### config.mk
export PLATFORM = sky130hd
export DESIGN_NAME = mm_req_responder
export DESIGN_NICKNAME = d
export VERILOG_FILES = /design/src/rtl/mm_req_responder.sv
export SDC_FILE = /design/constraint.sdc
export NUM_CORES = 1
export LEC_CHECK = 0
export ABC_CLOCK_PERIOD_IN_PS = 3710
export CAP_MARGIN = 20
export CORE_AREA = 5 5 108 135
export CTS_CLUSTER_DIAMETER = 120
export CTS_CLUSTER_SIZE = 24
export DETAILED_ROUTE_END_ITERATION = 10
export DIE_AREA = 0 0 113 140
export GPL_TIMING_DRIVEN = 0
export PLACE_DENSITY_LB_ADDON = 0.2
export REMOVE_ABC_BUFFERS = 1
export SETUP_SLACK_MARGIN = 0.15
export SLEW_MARGIN = 10
export SYNTH_ARGS = -nofsm -noshare
export SYNTH_HDL_FRONTEND = slang
export SYNTH_SLANG_ARGS = --single-unit
### constraint.sdc
create_clock -name clk -period 3.71 [get_ports clk]
set_clock_uncertainty 0.2 [all_clocks]
set_input_delay 0.5565 -clock clk [delete_from_list [all_inputs] [get_ports clk]]
set_output_delay 0.5565 -clock clk [all_outputs]
set_load 0.01 [all_outputs]
### src/rtl/mm_req_responder.sv
`default_nettype none
// ============================================================================
// Module      : mm_req_responder
// Description : Turns two-word requests from a FWFT request FIFO into single
//               register-bus transactions and returns a two-word response
//               (status header + data) into a response FIFO. Transactions that
//               are not acknowledged within TIMEOUT bus cycles are aborted and
//               answered with ERR_DATA and the timeout flag set.
// Revision    : 1.0 - initial release
// ----------------------------------------------------------------------------
// Parameters
//   TIMEOUT      bus cycles to wait for ack_i before aborting (2..65535)
//   ERR_DATA     read data returned for a timed-out transaction
// Ports
//   clk          single clock (bus_clk domain)
//   rst_n        active-low reset, asynchronous assert, synchronised release
//   req_dat_i    request FIFO data (first-word-fall-through)
//   req_empty_i  request FIFO empty
//   req_rden_o   request FIFO pop (word consumed in the same cycle)
//   req_open_i   host has the request stream open
//   resp_dat_o   response FIFO write data
//   resp_wren_o  response FIFO push
//   resp_full_i  response FIFO full
//   en_o, wr_o   register bus strobe and write flag
//   adr_o        register bus address
//   dat_o        register bus write data
//   dat_i        register bus read data (valid with ack_i)
//   ack_i        register bus acknowledge (may be combinational from en_o)
//   busy_o       high whenever a request is in progress
// Request  : word0 = {wr, 3'bx, adr[27:0]}, word1 = write data
// Response : word0 = {wr, timeout, 2'b00, adr[27:0]}, word1 = data
// ============================================================================
module mm_req_responder #(
   parameter int          TIMEOUT  = 256,
   parameter logic [31:0] ERR_DATA = 32'hFFFF_FFFF
) (
   input  logic        clk,
   input  logic        rst_n,
   // request FIFO (FWFT)
   input  logic [31:0] req_dat_i,
   input  logic        req_empty_i,
   output logic        req_rden_o,
   input  logic        req_open_i,
   // response FIFO
   output logic [31:0] resp_dat_o,
   output logic        resp_wren_o,
   input  logic        resp_full_i,
   // register bus
   output logic        en_o,
   output logic        wr_o,
   output logic [27:0] adr_o,
   output logic [31:0] dat_o,
   input  logic [31:0] dat_i,
   input  logic        ack_i,
   // status
   output logic        busy_o
);

   // Last counter value before the transaction is abandoned. The counter
   // starts at zero on BUS entry, so firing at TIMEOUT-1 gives exactly
   // TIMEOUT cycles with en_o high.
   localparam logic [15:0] TO_LAST = 16'(TIMEOUT - 1);

   typedef enum logic [2:0] {
      S_IDLE = 3'd0,
      S_HDR1 = 3'd1,
      S_BUS  = 3'd2,
      S_RSP0 = 3'd3,
      S_RSP1 = 3'd4
   } state_t;

   // -------------------------------------------------------------------------
   // Reset synchroniser: assertion propagates immediately through the async
   // clear, release is delayed by two clk edges so every flop leaves reset on
   // the same edge.
   // -------------------------------------------------------------------------
   logic [1:0] rst_sync_q;
   logic       rst_int_n;

   always_ff @(posedge clk or negedge rst_n) begin
      if (!rst_n) begin
         rst_sync_q <= 2'b00;
      end else begin
         rst_sync_q <= {rst_sync_q[0], 1'b1};
      end
   end

   assign rst_int_n = rst_sync_q[1];

   // -------------------------------------------------------------------------
   // Transaction state
   // -------------------------------------------------------------------------
   state_t      state_q;
   logic        wr_q;        // latched write flag from header
   logic [27:0] adr_q;       // latched address from header
   logic [31:0] wdat_q;      // latched write data (second request word)
   logic [31:0] rdat_q;      // captured read data or ERR_DATA
   logic [15:0] to_cnt_q;    // cycles spent in BUS without ack
   logic        to_flag_q;   // last transaction timed out
   logic        en_q;        // registered bus strobe
   logic        busy_q;      // registered busy indication

   // Header bits [30:28] carry no meaning for this block.
   logic        w_unused_hdr;
   assign w_unused_hdr = ^req_dat_i[30:28];

   // Pop conditions are combinational so that the FWFT word is consumed in
   // the same cycle it is latched. Gating with the internal reset keeps the
   // pop low while the block is held in reset.
   logic w_pop_hdr;
   logic w_pop_dat;

   assign w_pop_hdr = (state_q == S_IDLE) && req_open_i && !req_empty_i;
   assign w_pop_dat = (state_q == S_HDR1) && req_open_i && !req_empty_i;

   assign req_rden_o = rst_int_n && (w_pop_hdr || w_pop_dat);

   // Pushes follow the response FIFO full flag directly so no word is ever
   // written into a full FIFO and a stall simply holds the state.
   logic w_in_rsp0;
   logic w_in_rsp1;

   assign w_in_rsp0   = (state_q == S_RSP0);
   assign w_in_rsp1   = (state_q == S_RSP1);
   assign resp_wren_o = (w_in_rsp0 || w_in_rsp1) && !resp_full_i;

   // Response data: status header first, then the data word. Writes echo the
   // written data regardless of timeout; reads return dat_i or ERR_DATA.
   always_comb begin
      resp_dat_o = 32'h0;
      if (w_in_rsp0) begin
         resp_dat_o = {wr_q, to_flag_q, 2'b00, adr_q};
      end else if (w_in_rsp1) begin
         resp_dat_o = wr_q ? wdat_q : rdat_q;
      end
   end

   // -------------------------------------------------------------------------
   // Main FSM
   // -------------------------------------------------------------------------
   always_ff @(posedge clk or negedge rst_int_n) begin
      if (!rst_int_n) begin
         state_q   <= S_IDLE;
         wr_q      <= 1'b0;
         adr_q     <= 28'h0;
         wdat_q    <= 32'h0;
         rdat_q    <= 32'h0;
         to_cnt_q  <= 16'h0;
         to_flag_q <= 1'b0;
         en_q      <= 1'b0;
         busy_q    <= 1'b0;
      end else begin
         case (state_q)
            S_IDLE: begin
               if (w_pop_hdr) begin
                  wr_q    <= req_dat_i[31];
                  adr_q   <= req_dat_i[27:0];
                  busy_q  <= 1'b1;
                  state_q <= S_HDR1;
               end
            end

            S_HDR1: begin
               // A closed stream abandons the half-received request; the
               // closure check wins over a pending data word.
               if (!req_open_i) begin
                  busy_q  <= 1'b0;
                  state_q <= S_IDLE;
               end else if (!req_empty_i) begin
                  wdat_q    <= req_dat_i;
                  to_cnt_q  <= 16'h0;
                  to_flag_q <= 1'b0;
                  en_q      <= 1'b1;
                  state_q   <= S_BUS;
               end
            end

            S_BUS: begin
               // req_open_i is deliberately ignored here: a started bus
               // cycle always completes and answers.
               if (ack_i) begin
                  // Ack takes priority, even in the cycle the timeout fires.
                  rdat_q    <= dat_i;
                  to_flag_q <= 1'b0;
                  en_q      <= 1'b0;
                  state_q   <= S_RSP0;
               end else if (to_cnt_q == TO_LAST) begin
                  rdat_q    <= ERR_DATA;
                  to_flag_q <= 1'b1;
                  en_q      <= 1'b0;
                  state_q   <= S_RSP0;
               end else begin
                  to_cnt_q <= to_cnt_q + 16'd1;
               end
            end

            S_RSP0: begin
               if (!resp_full_i) begin
                  state_q <= S_RSP1;
               end
            end

            S_RSP1: begin
               if (!resp_full_i) begin
                  busy_q  <= 1'b0;
                  state_q <= S_IDLE;
               end
            end

            default: begin
               en_q    <= 1'b0;
               busy_q  <= 1'b0;
               state_q <= S_IDLE;
            end
         endcase
      end
   end

   // Bus outputs come straight from the latched request, so they are stable
   // for the whole BUS phase.
   assign en_o   = en_q;
   assign wr_o   = wr_q;
   assign adr_o  = adr_q;
   assign dat_o  = wdat_q;
   assign busy_o = busy_q;

endmodule

`default_nettype wire

==> results.txt, run 1 <==
- OpenSTA, run right after detailed placement, puts the worst setup slack at 0.658 ns.
- Post-route cell area: 7890 µm²
- The routed design has 16.0 mm of wire.
- For this block, the via count after detailed routing is 4394.
- After Yosys synthesis, and, or, nand and nor cells account for 9.29% of the synthesized area.
- Main combinational cell family by area after synthesis: multiplexers
- Number of nets in the finished design: 691
- Post-synth top flop: sky130_fd_sc_hd__dfrtp_1
- The synthesized netlist devotes 0.232% of its cell area to adder and majority cells.
- Worst ir drop on vdd: 0.468 mV
- The clock passes through at most 2 buffers.
- In this run the clock root is driven by a sky130_fd_sc_hd__clkbuf_16.
- Insertion delay of the later-clocked pin in the worst-skew pair: 0.40 ns
* Final number of setup-violating endpoints: 0
- Area growth syn-to-layout: 46.4%
* Leakage: 3.24 nW
- 0 antenna diodes ended up in the layout.
- At the end of routability-driven placement, the weighted congestion stood at 0.756.
- For this run, the total global-route usage over all layers was measured as 20.8%.
* Pin count of the biggest net entering global routing: 55
* Area of the die: 15800 µm²
- Tightest Pin Transition: 0.929 ns
* Psw: 0.00217 W
- For flop-to-flop paths, the worst setup slack is 1.16 ns.
* Maximum capacitance violations: 0
- A synthesized cell averages 11.7 µm².
* Power density of the placed cells: 853 nW/µm²
- Subtracting the final worst setup slack from the clock period gives 3.35 ns.
- Global-route wire length before repair: 25.8 mm
- Clk sink count: 117
- The layout has 1057 filler cells.
- In this run the critical register-to-register path is captured at state_q[0].
- STA classifies the critical path endpoint as an output pin.
- The flow ran to the end, and the final reports show no timing, DRC or antenna violations.
* Clock-pin transition on the worst setup and hold timing paths: 0.05 ns
- The pre-antenna-repair detailed-routing pass consisted of 7 iterations.
- Port-buffer cells: 166
* Worst slew margin: 37.6%
* Critical-path maximum fanout: 30
- The clock tree synthesis step divided the H-tree into 4 levels.
* Max-slew violation count: 0
- Startpoint type of the worst setup path: register
* Post-CTS setup buffers: 0
* Die height: 140 µm
* Total number of yosys warnings: 0
* Sequential fraction of the synthesis area: 54.4%
- The initial utilization of the core area, before any placement, comes to 41.1%.
- At the worst endpoint, the required time is 2.95 ns.
- TritonCTS clock tree: built
* Routed wirelength normalized by instance count: 19.9 µm
* Total overflow reported by the global router: 0
- Area of the core region: 13100 µm²
* Final worst setup slack: 0.356 ns
- In this run the cell area of the synthesized design comes to 5390 µm².
- The floorplan step set the die width to 113 µm.
- Number of nets still failing antenna checks after routing: 0
- The worst register-to-register path begins at state_q[1].
- Kind of critical path: reg2out
* Count of flip-flops with a built-in enable after synthesis: 0
* Internal power summed over all cells: 0.00456 W
- Counting flops and latches in the post-synthesis netlist gives 117.
- Async set or reset register ratio after synthesis: 100%
* Number of antenna violations at the first check in global routing: 0
- In this run, distinct cell masters in the synthesized netlist total 44.
- Worst hold-check slack: 0.0617 ns
* Vias per cell: 5.47
* Fraction of layout instances using a drive strength above 1: 17.7%
* Compound-Gate Fraction of Synth Area: 13.6%
- Detailed placement ended at an HPWL of 10.9 mm.
* R2r worst-path depth: 5
- The floorplan has 47 rows.
* Iteration-0 DRC Markers: 208
- Data arrives at the worst endpoint at 2.60 ns.
* Post-place instance area: 7270 µm²
* Seq pwr share: 33.7%
- For this run, design rule violations remaining after detail routing come to 0.
* Mux share of post-synthesis cell area: 19.1%
* Comb pwr share: 40.9%
* Sum Neg Setup Slack: 0 ns
- Net Sw Frac: 32.3%
* Count of pins on the block boundary: 167
- The worst path uses 90.4% of the clock period.
- Clock share of power: 25.4%
- Max Fclk: 298 MHz
- Via count of the first global-routing pass: 4770
- In this run, CTS created clock tree buffers numbering 17.
- Synthesis produced 460 cells.
* RSZ-0062 raised after global routing: false
- Kind of path behind the tightest hold check: reg2async
- Synthesized-area fraction occupied by xor and xnor cells: 0%
- The hold violation count in the final report came to 0.
==> per-stage QoR <==
stage          utilization [%]  power (W)  std cells
6_report                  60.1    0.00673        804
3_3_place_gp              54.1    0.00492        765
2_1_floorplan                -    0.00353        428
5_1_grt                   60.1    0.00711        804
3_5_place_dp              55.4    0.00505        772
4_1_cts                   60.1    0.00680        804
==> metal layers <==
metal	vias to the layer above	wire, µm	part of all wire [%]	global-route usage (%)
met3	10	1440	9.0	9.97
li1	2000	-	-	-
met4	0	170	1.1	5.06
met2	155	8360	52	34.9
met5	-	0	0	0
met1	2229	6020	38	23.9
==> kinds of logic (layout without fill, tap and decap cells) <==
| family | after synthesis | count (layout) |
|---|---|---|
| DFF | 117 | 117 |
| AOI/OAI and AO/OA | 113 | 113 |
| and+or+nand+nor | 99 | 99 |
| muxes | 95 | 95 |
| buffers and inverters | 34 | 207 |
| adders and majority gates | 1 | 1 |
| other | 1 | 1 |
==> Yosys cell counts (all sizes together), types with 2 or more instances <==
| master | number | area, µm² |
|---|---|---|
| dfrtp | 117 | 2930 |
| mux2 | 63 | 709 |
| o21ai | 53 | 265 |
| nand2 | 49 | 184 |
| mux2i | 32 | 320 |
| o22a | 32 | 280 |
| buf | 20 | 129 |
| nor2 | 15 | 75.1 |
| clkbuf | 12 | 45.0 |
| a21oi | 11 | 62.6 |
| nand3 | 8 | 40.0 |
| a31oi | 6 | 37.5 |
| and2 | 5 | 33.8 |
| nand4 | 5 | 31.3 |
| o31ai | 5 | 37.5 |
| and3 | 3 | 18.8 |
| and3b | 2 | 17.5 |
| inv | 2 | 7.51 |
| nand2b | 2 | 12.5 |
| nor2b | 2 | 12.5 |
| nor3b | 2 | 20.0 |
| nor4 | 2 | 25.0 |
==> worst max path at each step <==
stage	start	to	slack, ns	cells past startpoint
floorplan	rst_sync_q[1]	req_rden_o	-0.34	1
global placement	rst_sync_q[1]	req_rden_o	-1.88	2
detailed placement	state_q[1]	resp_dat_o[17]	0.66	5
CTS	state_q[1]	resp_dat_o[17]	0.20	5
global route	state_q[1]	resp_dat_o[15]	0.20	4
finish	state_q[1]	resp_dat_o[3]	0.36	4
==> state kept, by name (all words and copies together), names as in the netlist, 2 cells and up <==
signal	flops
dat_o	32
rdat_q	32
adr_o	28
to_cnt_q	16
state_q	3
rst_sync_q	2
==> power groups by stage <==
stage | Sequential, W | Combinational [W] | Clock, W
6_report | 0.00227 | 0.00275 | 0.00171
5_1_grt | 0.00235 | 0.00296 | 0.00180
4_1_cts | 0.00227 | 0.00279 | 0.00173
2_1_floorplan | 0.00240 | 0.00113 | 0
3_5_place_dp | 0.00228 | 0.00277 | 0
3_3_place_gp | 0.00233 | 0.00258 | 0
==> final cells by class <==
cell class	instances	area [µm²]	area share, %
Tap cell	171	214	2.71
Inverter	2	7.51	0.0952
Clock inverter	10	153	1.94
Timing Repair Buffer	173	1820	23.1
Clock buffer	22	464	5.89
Multi-Input combinational cell	309	2300	29.1
Sequential cell	117	2930	37.2
==> worst max-delay path: stages, from the launching register on <==
cell,delay (ns)
sky130_fd_sc_hd__dfrtp_1,0.56
sky130_fd_sc_hd__and3b_2,0.77
sky130_fd_sc_hd__nand2_1,0.10
sky130_fd_sc_hd__o21ai_0,0.13
sky130_fd_sc_hd__clkdlybuf4s50_1,0.63
==> what timing repair did <==
| action | 4_1_cts | 5_1_grt |
|---|---|---|
| setup endpoints to repair | 0 | 16 |
| hold buffers | 0 | 0 |
| gates resized for setup | 0 | 1 |
| endpoints found under the hold margin | 0 | 0 |
==> cells in the final DEF (no fill, tap or decap), types with 13 or more instances in the layout <==
cell,n
sky130_fd_sc_hd__clkdlybuf4s50_1,166
sky130_fd_sc_hd__dfrtp_1,115
sky130_fd_sc_hd__mux2_2,61
sky130_fd_sc_hd__nand2_1,47
sky130_fd_sc_hd__o21ai_0,37
sky130_fd_sc_hd__mux2i_1,32
sky130_fd_sc_hd__o22a_1,32
sky130_fd_sc_hd__clkbuf_16,17
sky130_fd_sc_hd__o21ai_1,16
sky130_fd_sc_hd__nor2_1,13
(Power assumes the default switching activity.)
==> run 2, diff against run 1 <==
Settings changed: ABC_CLOCK_PERIOD_IN_PS 3710 to not set, CORE_AREA 5 5 108 135 to 5 5 105 132, CTS_BUF_LIST set to sky130_fd_sc_hd__clkbuf_8, DIE_AREA 0 0 113 140 to 0 0 110 137, GPL_TIMING_DRIVEN 0 to not set.
==> results.txt, run 2 (same netlist as run 1, synthesis figures left out) <==
- The power per standard cell area was 816 nW/µm² (was 853 nW/µm²).
* Insertion delay of the later-clocked pin in the worst-skew pair: 0.42 ns (was 0.40 ns)
- Port-buffer cells: 166 (unchanged)
* Startpoint type of the worst setup path: register (unchanged)
- The final period utilization came to 89.6% (was 90.4%).
- Area of the core region: 12500 µm² (was 13100 µm²)
- Die Wd: 110 µm (was 113 µm)
- Cts bufs inserted: 17 (unchanged)
- The measured slew at the worst slew-check pin was 0.956 ns (was 0.929 ns).
- Post-CTS setup buffers: 0 (unchanged)
* Internal power summed over all cells: 0.00411 W (was 0.00456 W)
- The starting density of the core was 43.1% (was 41.1%).
* Count of non-filler cells in the finished layout: 803 (was 804)
* Family of cells with the greatest summed delay on the critical path: buffers and inverters (was simple AND/OR/NAND/NOR gates)
* Maximum capacitance violations: 0 (unchanged)
* Post-place instance area: 7180 µm² (was 7270 µm²)
* Count of pins on the block boundary: 167 (unchanged)
* Maximum level of the CTS H-tree: 4 (unchanged)
* Clock share of power: 19.6% (was 25.4%)
- The largest net degree at the start of global routing came to 82 (was 55).
* Required time of the worst setup path: 2.95 ns (about the same)
* Worst slew margin: 35.8% (was 37.6%)
- RSZ-0062 raised after global routing: false (unchanged)
- Comb pwr share: 43.0% (was 40.9%)
- Number of search-and-repair iterations in the first detailed-routing pass: 5 (was 7)
- Critical-path maximum fanout: 22 (was 30)
- Area of the die: 15100 µm² (was 15800 µm²)
- The finished layout cell area came to 7630 µm² (was 7890 µm²).
- The total number of vias was 4356 (was 4394).
- The clock tree root buffer cell was sky130_fd_sc_hd__clkbuf_8 (was sky130_fd_sc_hd__clkbuf_16).
- Crit path cell chain: and3b_1 -> buf_12 -> a21oi_1 -> mux2i_1 -> clkdlybuf4s50_1 (was and3b_2 -> nand2_1 -> o21ai_0 -> clkdlybuf4s50_1).
- Number of nets in the finished design: 693 (was 691)
- Cell Count Post-Placement: 770 (was 772)
- Status: completed (unchanged).
* Worst ir drop on vdd: 0.482 mV (was 0.468 mV)
* Total overflow reported by the global router: 0 (unchanged)
* Crit path buffers/inverters: 2 (was 1)
- The sequential cell fraction of total power was 37.4% (was 33.7%).
- Std cell rows: 46 (was 47)
* Fraction of layout instances using a drive strength above 1: 17.7% (about the same)
- Most common cell after layout, fill and taps aside: sky130_fd_sc_hd__clkdlybuf4s50_1 (unchanged)
* Final number of setup-violating endpoints: 0 (unchanged)
* Area growth syn-to-layout: 41.7% (was 46.4%)
- Buffer levels on the longest clock path: 2 (unchanged)
* Final Routed Wirelength: 15.8 mm (was 16.0 mm)
* Crit path max-delay cell type: sky130_fd_sc_hd__clkdlybuf4s50_1 (was sky130_fd_sc_hd__and3b_2)
- Kind of critical path: reg2out (unchanged)
- Die height: 137 µm (was 140 µm)
* TritonCTS clock tree: built (unchanged)
- The post-route total power was 0.00623 W (was 0.00673 W).
- The slack of the critical path came to 0.387 ns (was 0.356 ns).
- Most frequent cells in the layout: sky130_fd_sc_hd__clkdlybuf4s50_1, sky130_fd_sc_hd__dfrtp_1, sky130_fd_sc_hd__mux2_2 (unchanged)
- Final HPWL DP: 11.1 mm (was 10.9 mm)
- Filler cells: 1032 (was 1057)
* Number of antenna violations at the first check in global routing: 1 (was 0)
* Leakage: 3.13 nW (was 3.24 nW)
* Number of hold-slack violations in the final timing report: 0 (unchanged)
* Global-route total usage across every layer: 21.9% (was 20.8%)
- The initial DRC count is 157 (was 208).
- The highest achievable clock rate came to 301 MHz (was 298 MHz).
- Via count of the first global-routing pass: 4635 (was 4770)
* Clock-pin transition on the worst setup and hold timing paths: 0.07 ns (was 0.05 ns)
- Weighted congestion at the end of routability-driven global placement: 0.795 (was 0.756)
* Number of nets still failing antenna checks after routing: 0 (unchanged)
- Largest stage delay, worst path: 0.63 ns (was 0.77 ns)
- Clk sink count: 117 (unchanged)
- The class of the most critical hold timing path is reg2async (unchanged).
- Max-slew violation count: 0 (unchanged)
- The minimum clock period after layout was 3.32 ns (was 3.35 ns).
- The power spent charging and discharging nets came to 0.00213 W (was 0.00217 W).
- The number of vias per cell is 5.42 (was 5.47).
- Number of buffers inserted for hold repair after clock tree synthesis: 0 (unchanged)
* Global-route wire length before repair: 24.7 mm (was 25.8 mm)
* Detailed-route DRC error count: 0 (unchanged)
- Routed wirelength normalized by instance count: 19.7 µm (was 19.9 µm)
* Arrival time of data at the critical path endpoint: 2.57 ns (was 2.60 ns)
- The endpoint class of the critical path is an output pin (unchanged).
- Net Sw Frac: 34.1% (was 32.3%)
* Worst hold-check slack: 0.0929 ns (was 0.0617 ns)
- The post-placement setup slack is 0.752 ns (was 0.658 ns).
## run 2: power by group through the flow
| stage | registers, W | logic, W | clock network, W |
|---|---|---|---|
| floorplan | 0.00240 | 0.00113 | 0 |
| detailed placement | 0.00234 | 0.00270 | 0 |
| finish | 0.00233 | 0.00268 | 0.00122 |
| global placement | 0.00231 | 0.00265 | 0 |
| global route | 0.00241 | 0.00286 | 0.00131 |
| CTS | 0.00233 | 0.00271 | 0.00125 |
## run 2: repair_timing
action / CTS / global route
endpoints found under the hold margin: 0 / 0
gates resized for setup: 0 / 1
endpoints found under the setup margin: 0 / 2
## run 2: path summary, 6_finish.rpt
kind,start,endpoint,slack (ns),cells past startpoint
worst min-delay path,rst_sync_q[1],to_cnt_q[7],0.09,0
max in group asynchronous,rst_sync_q[1],rdat_q[5],2.23,2
worst max-delay path,state_q[1],resp_dat_o[31],0.39,5
min in group clk,rst_sync_q[0],rst_sync_q[1],0.15,0
worst min register to register,rst_sync_q[1],to_cnt_q[7],0.09,0
worst max register to register,state_q[1],state_q[1],1.20,5
## run 2: cell type report
cell class,instances,area (µm²),share of cell area [%]
Multi-Input combinational cell,309,2290,30.0
Antenna cell,1,2.50,0.0328
Sequential cell,117,2930,38.4
Clock buffer,21,289,3.79
Timing Repair Buffer,175,1770,23.2
Clock inverter,10,129,1.69
Inverter,2,7.51,0.0983
Tap cell,168,210,2.75
## run 2: per-stage QoR
stage / util [%] / setup TNS, ns
after floorplan: - / -0.754
after global placement: 57.5 / 0
after detailed placement: 57.5 / 0
after CTS: 60.9 / 0
after global routing: 61.1 / 0
final: 61.1 / 0
## run 2: per-layer routing
layer  track usage (%)  wire length (µm)
met2              35.8              8040
met5                 0                 0
met1              25.0              6050
met3              8.54              1360
met4              10.0               391
==> run 3, diff against run 2 <==
Settings changed: CORE_AREA 5 5 105 132 to 5 5 98 122, CTS_BUF_LIST sky130_fd_sc_hd__clkbuf_8 to sky130_fd_sc_hd__clkbuf_4, DIE_AREA 0 0 110 137 to 0 0 103 127.
Clock period 3.71 ns to 4.2 ns, I/O delays scaled along.
==> results.txt, run 3 (same netlist as run 1, synthesis figures left out) <==
- Kind of path behind the tightest hold check: in2async (was reg2async)
- The die area was 13100 µm² (was 15100 µm²).
- Number of cells upsized or downsized after cts: 0 (unchanged)
* Worst hold-check slack: 0.0936 ns (was 0.0929 ns)
* Maximum level of the CTS H-tree: 4 (unchanged)
- Number of buffers inserted for hold repair after clock tree synthesis: 0 (unchanged)
- Number of inserted diodes: 0 (was 1)
- Largest stage delay, worst path: 0.59 ns (was 0.63 ns)
- The critical path class is reg2out (unchanged).
- Number of search-and-repair iterations in the first detailed-routing pass: 5 (unchanged)
- Die Wd: 103 µm (was 110 µm)
* Overall power consumption: 0.00513 W (was 0.00623 W)
- The HPWL after detailed placement was 10.7 mm (was 11.1 mm).
- The number of buffers on the longest clock path was 2 (unchanged).
- Maximum capacitance violations: 0 (unchanged)
- Cts bufs inserted: 17 (unchanged)
- The starting density of the core is 50.7% (was 43.1%).
- The overall die height is 127 µm (was 137 µm).
- Global-route wire length before repair: 24.6 mm (was 24.7 mm)
* Family of cells with the greatest summed delay on the critical path: buffers and inverters (unchanged)
- The clock tree from TritonCTS is built (unchanged).
* Number of hold-slack violations in the final timing report: 0 (unchanged)
- The library cell contributing the largest single delay on the critical path was sky130_fd_sc_hd__clkdlybuf4s50_1 (unchanged).
* Clk sink count: 117 (unchanged)
* Final Routed Wirelength: 15.2 mm (was 15.8 mm)
* Final number of setup-violating endpoints: 0 (unchanged)
- Period utilisation layout: 85.0%
- Most common cell after layout, fill and taps aside: sky130_fd_sc_hd__clkdlybuf4s50_1 (unchanged)
- CTS Root Buffer Type: sky130_fd_sc_hd__clkbuf_4 (was sky130_fd_sc_hd__clkbuf_8)
- Insertion delay of the later-clocked pin in the worst-skew pair: 0.50 ns (was 0.42 ns)
* Tightest Pin Transition: 1.05 ns (was 0.956 ns)
- Crit. End Element: output pin (unchanged)
* Number of nets still failing antenna checks after routing: 0 (unchanged)
* Post-place instance area: 7130 µm² (was 7180 µm²)
* Port-buffer cells: 166 (unchanged)
- Most frequent cells in the layout: sky130_fd_sc_hd__clkdlybuf4s50_1, sky130_fd_sc_hd__dfrtp_1, sky130_fd_sc_hd__mux2_2 (unchanged).
- The initial DRC count is 200 (was 157).
- The max-slew violation count is 0 (unchanged).
- Detailed-route DRC error count: 0 (unchanged)
- Routed wirelength normalized by instance count: 19.8 µm (was 19.7 µm)
- Via count of the first global-routing pass: 4797 (was 4635)
* Critical-path maximum fanout: 18 (was 22)
* Tmin final: 3.57 ns
- The site row count came to 42 (was 46).
- Worst slew margin: 29.5% (was 35.8%)
- Number of antenna violations at the first check in global routing: 0 (was 1)
* Arrival time of data at the critical path endpoint: 2.74 ns (was 2.57 ns)
- Startpoint type of the worst setup path: register (unchanged)
- The start of the worst register-to-register path is state_q[1] (unchanged).
- Pin count of the biggest net entering global routing: 66 (was 82)
* Clock-pin transition on the worst setup and hold timing paths: 0.10 ns (was 0.07 ns)
* Startpoint of the most critical setup path: state_q[1] (unchanged)
- The share of cells above drive strength 1 was 16.7% (was 17.7%).
- Sum Neg Setup Slack: 0 ns (unchanged)
- Power density of the placed cells: 696 nW/µm² (was 816 nW/µm²)
- Status: completed (unchanged)
- The number of buffers and inverters on the critical path was 2 (unchanged).
* Crit path cell chain: nor2_1 -> nand2_1 -> buf_4 -> o21ai_0 -> clkdlybuf4s50_1 (was and3b_1 -> buf_12 -> a21oi_1 -> mux2i_1 -> clkdlybuf4s50_1)
* Area of the core region: 10600 µm² (was 12500 µm²)
- Post-CTS setup buffers: 0 (unchanged)
- RSZ-0062 raised after global routing: false (unchanged)
* R2r worst-path depth: 3 (was 5)
- The count of cell instances traversed by the critical path came to 5 (unchanged).
- Post-route cell area: 7380 µm² (was 7630 µm²)
- The worst-case vdd ir drop was 0.395 mV (was 0.482 mV).
- Required time of the worst setup path: 3.37 ns (was 2.95 ns)
- Vias per cell: 5.69 (was 5.42)
- The I/O pin total came to 167 (unchanged).
* Number of nets in the finished design: 695 (was 693)
- Weighted congestion at the end of routability-driven global placement: 0.804 (was 0.795)
- Total overflow reported by the global router: 0 (unchanged)
- Leakage: 3.05 nW (was 3.13 nW)
- Max Fclk: 280 MHz
- Count of vias placed by the detailed router: 4365 (was 4356)
* Area growth syn-to-layout: 37.0% (was 41.7%)
- Global-route total usage across every layer: 24.6% (was 21.9%)
[run 3: cell types whose count changed in the layout (fill, tap and decap cells not counted), moves of 2 or more]
cell	before	now
sky130_fd_sc_hd__clkinvlp_4	2	0
sky130_fd_sc_hd__buf_4	6	11
sky130_fd_sc_hd__clkbuf_4	0	21
sky130_fd_sc_hd__buf_12	2	0
sky130_fd_sc_hd__clkinv_1	0	6
sky130_fd_sc_hd__clkinv_2	4	1
sky130_fd_sc_hd__clkbuf_8	21	0
[run 3: metal layers]
metal / vias up / part of all wire, % / global-route usage (%) / wire length, µm
met2: 155 / 52 / 40.1 / 7830
met5: - / 0 / 0 / 0
met1: 2178 / 39 / 30.1 / 5930
met4: 0 / 1.7 / 7.47 / 258
met3: 25 / 7.8 / 9.32 / 1180
li1: 2007 / - / - / -
[run 3: worst paths after layout]
check / slack [ns] / end
worst max-delay path: 0.63 / resp_dat_o[23]
worst min-delay path: 0.09 / rst_sync_q[0]
worst max register to register: 1.45 / rdat_q[20]
worst min register to register: 0.17 / rst_sync_q[1]
max in group asynchronous: 2.32 / rdat_q[27]
min in group clk: 0.17 / rst_sync_q[1]
[run 3: area by class of cell]
cell class              count  area [µm²]
fillers                   816        3240
flip-flops and latches    117        2930
multi-input cells         309        2280
repair buffers            177        1740
well taps                 132         165
clock buffers              21         158
clock inverters             9        87.6
inverters                   2        7.51
[run 3: worst register-to-register path, stage by stage, from the launching register on]
cell	delay [ns]
sky130_fd_sc_hd__dfrtp_1	0.56
sky130_fd_sc_hd__or3b_1	0.70
sky130_fd_sc_hd__a21oi_4	0.92
sky130_fd_sc_hd__o22a_1	0.29
[run 3: power by group]
part | internal (W) | switching (W) | total (W)
registers | 0.00160 | 0.000430 | 0.00203
clock network | 0.000361 | 0.000384 | 0.000745
logic | 0.00138 | 0.000984 | 0.00236
[run 3: metrics by stage]
| step | utilization (%) | setup slack [ns] | cells |
|---|---|---|---|
| after floorplan | - | 0.0779 | 428 |
| after global placement | 67.2 | 1.16 | 737 |
| after detailed placement | 67.2 | 1.08 | 737 |
| after CTS | 69.5 | 0.569 | 767 |
| after global routing | 69.5 | 0.378 | 767 |
| final | 69.5 | 0.630 | 767 |
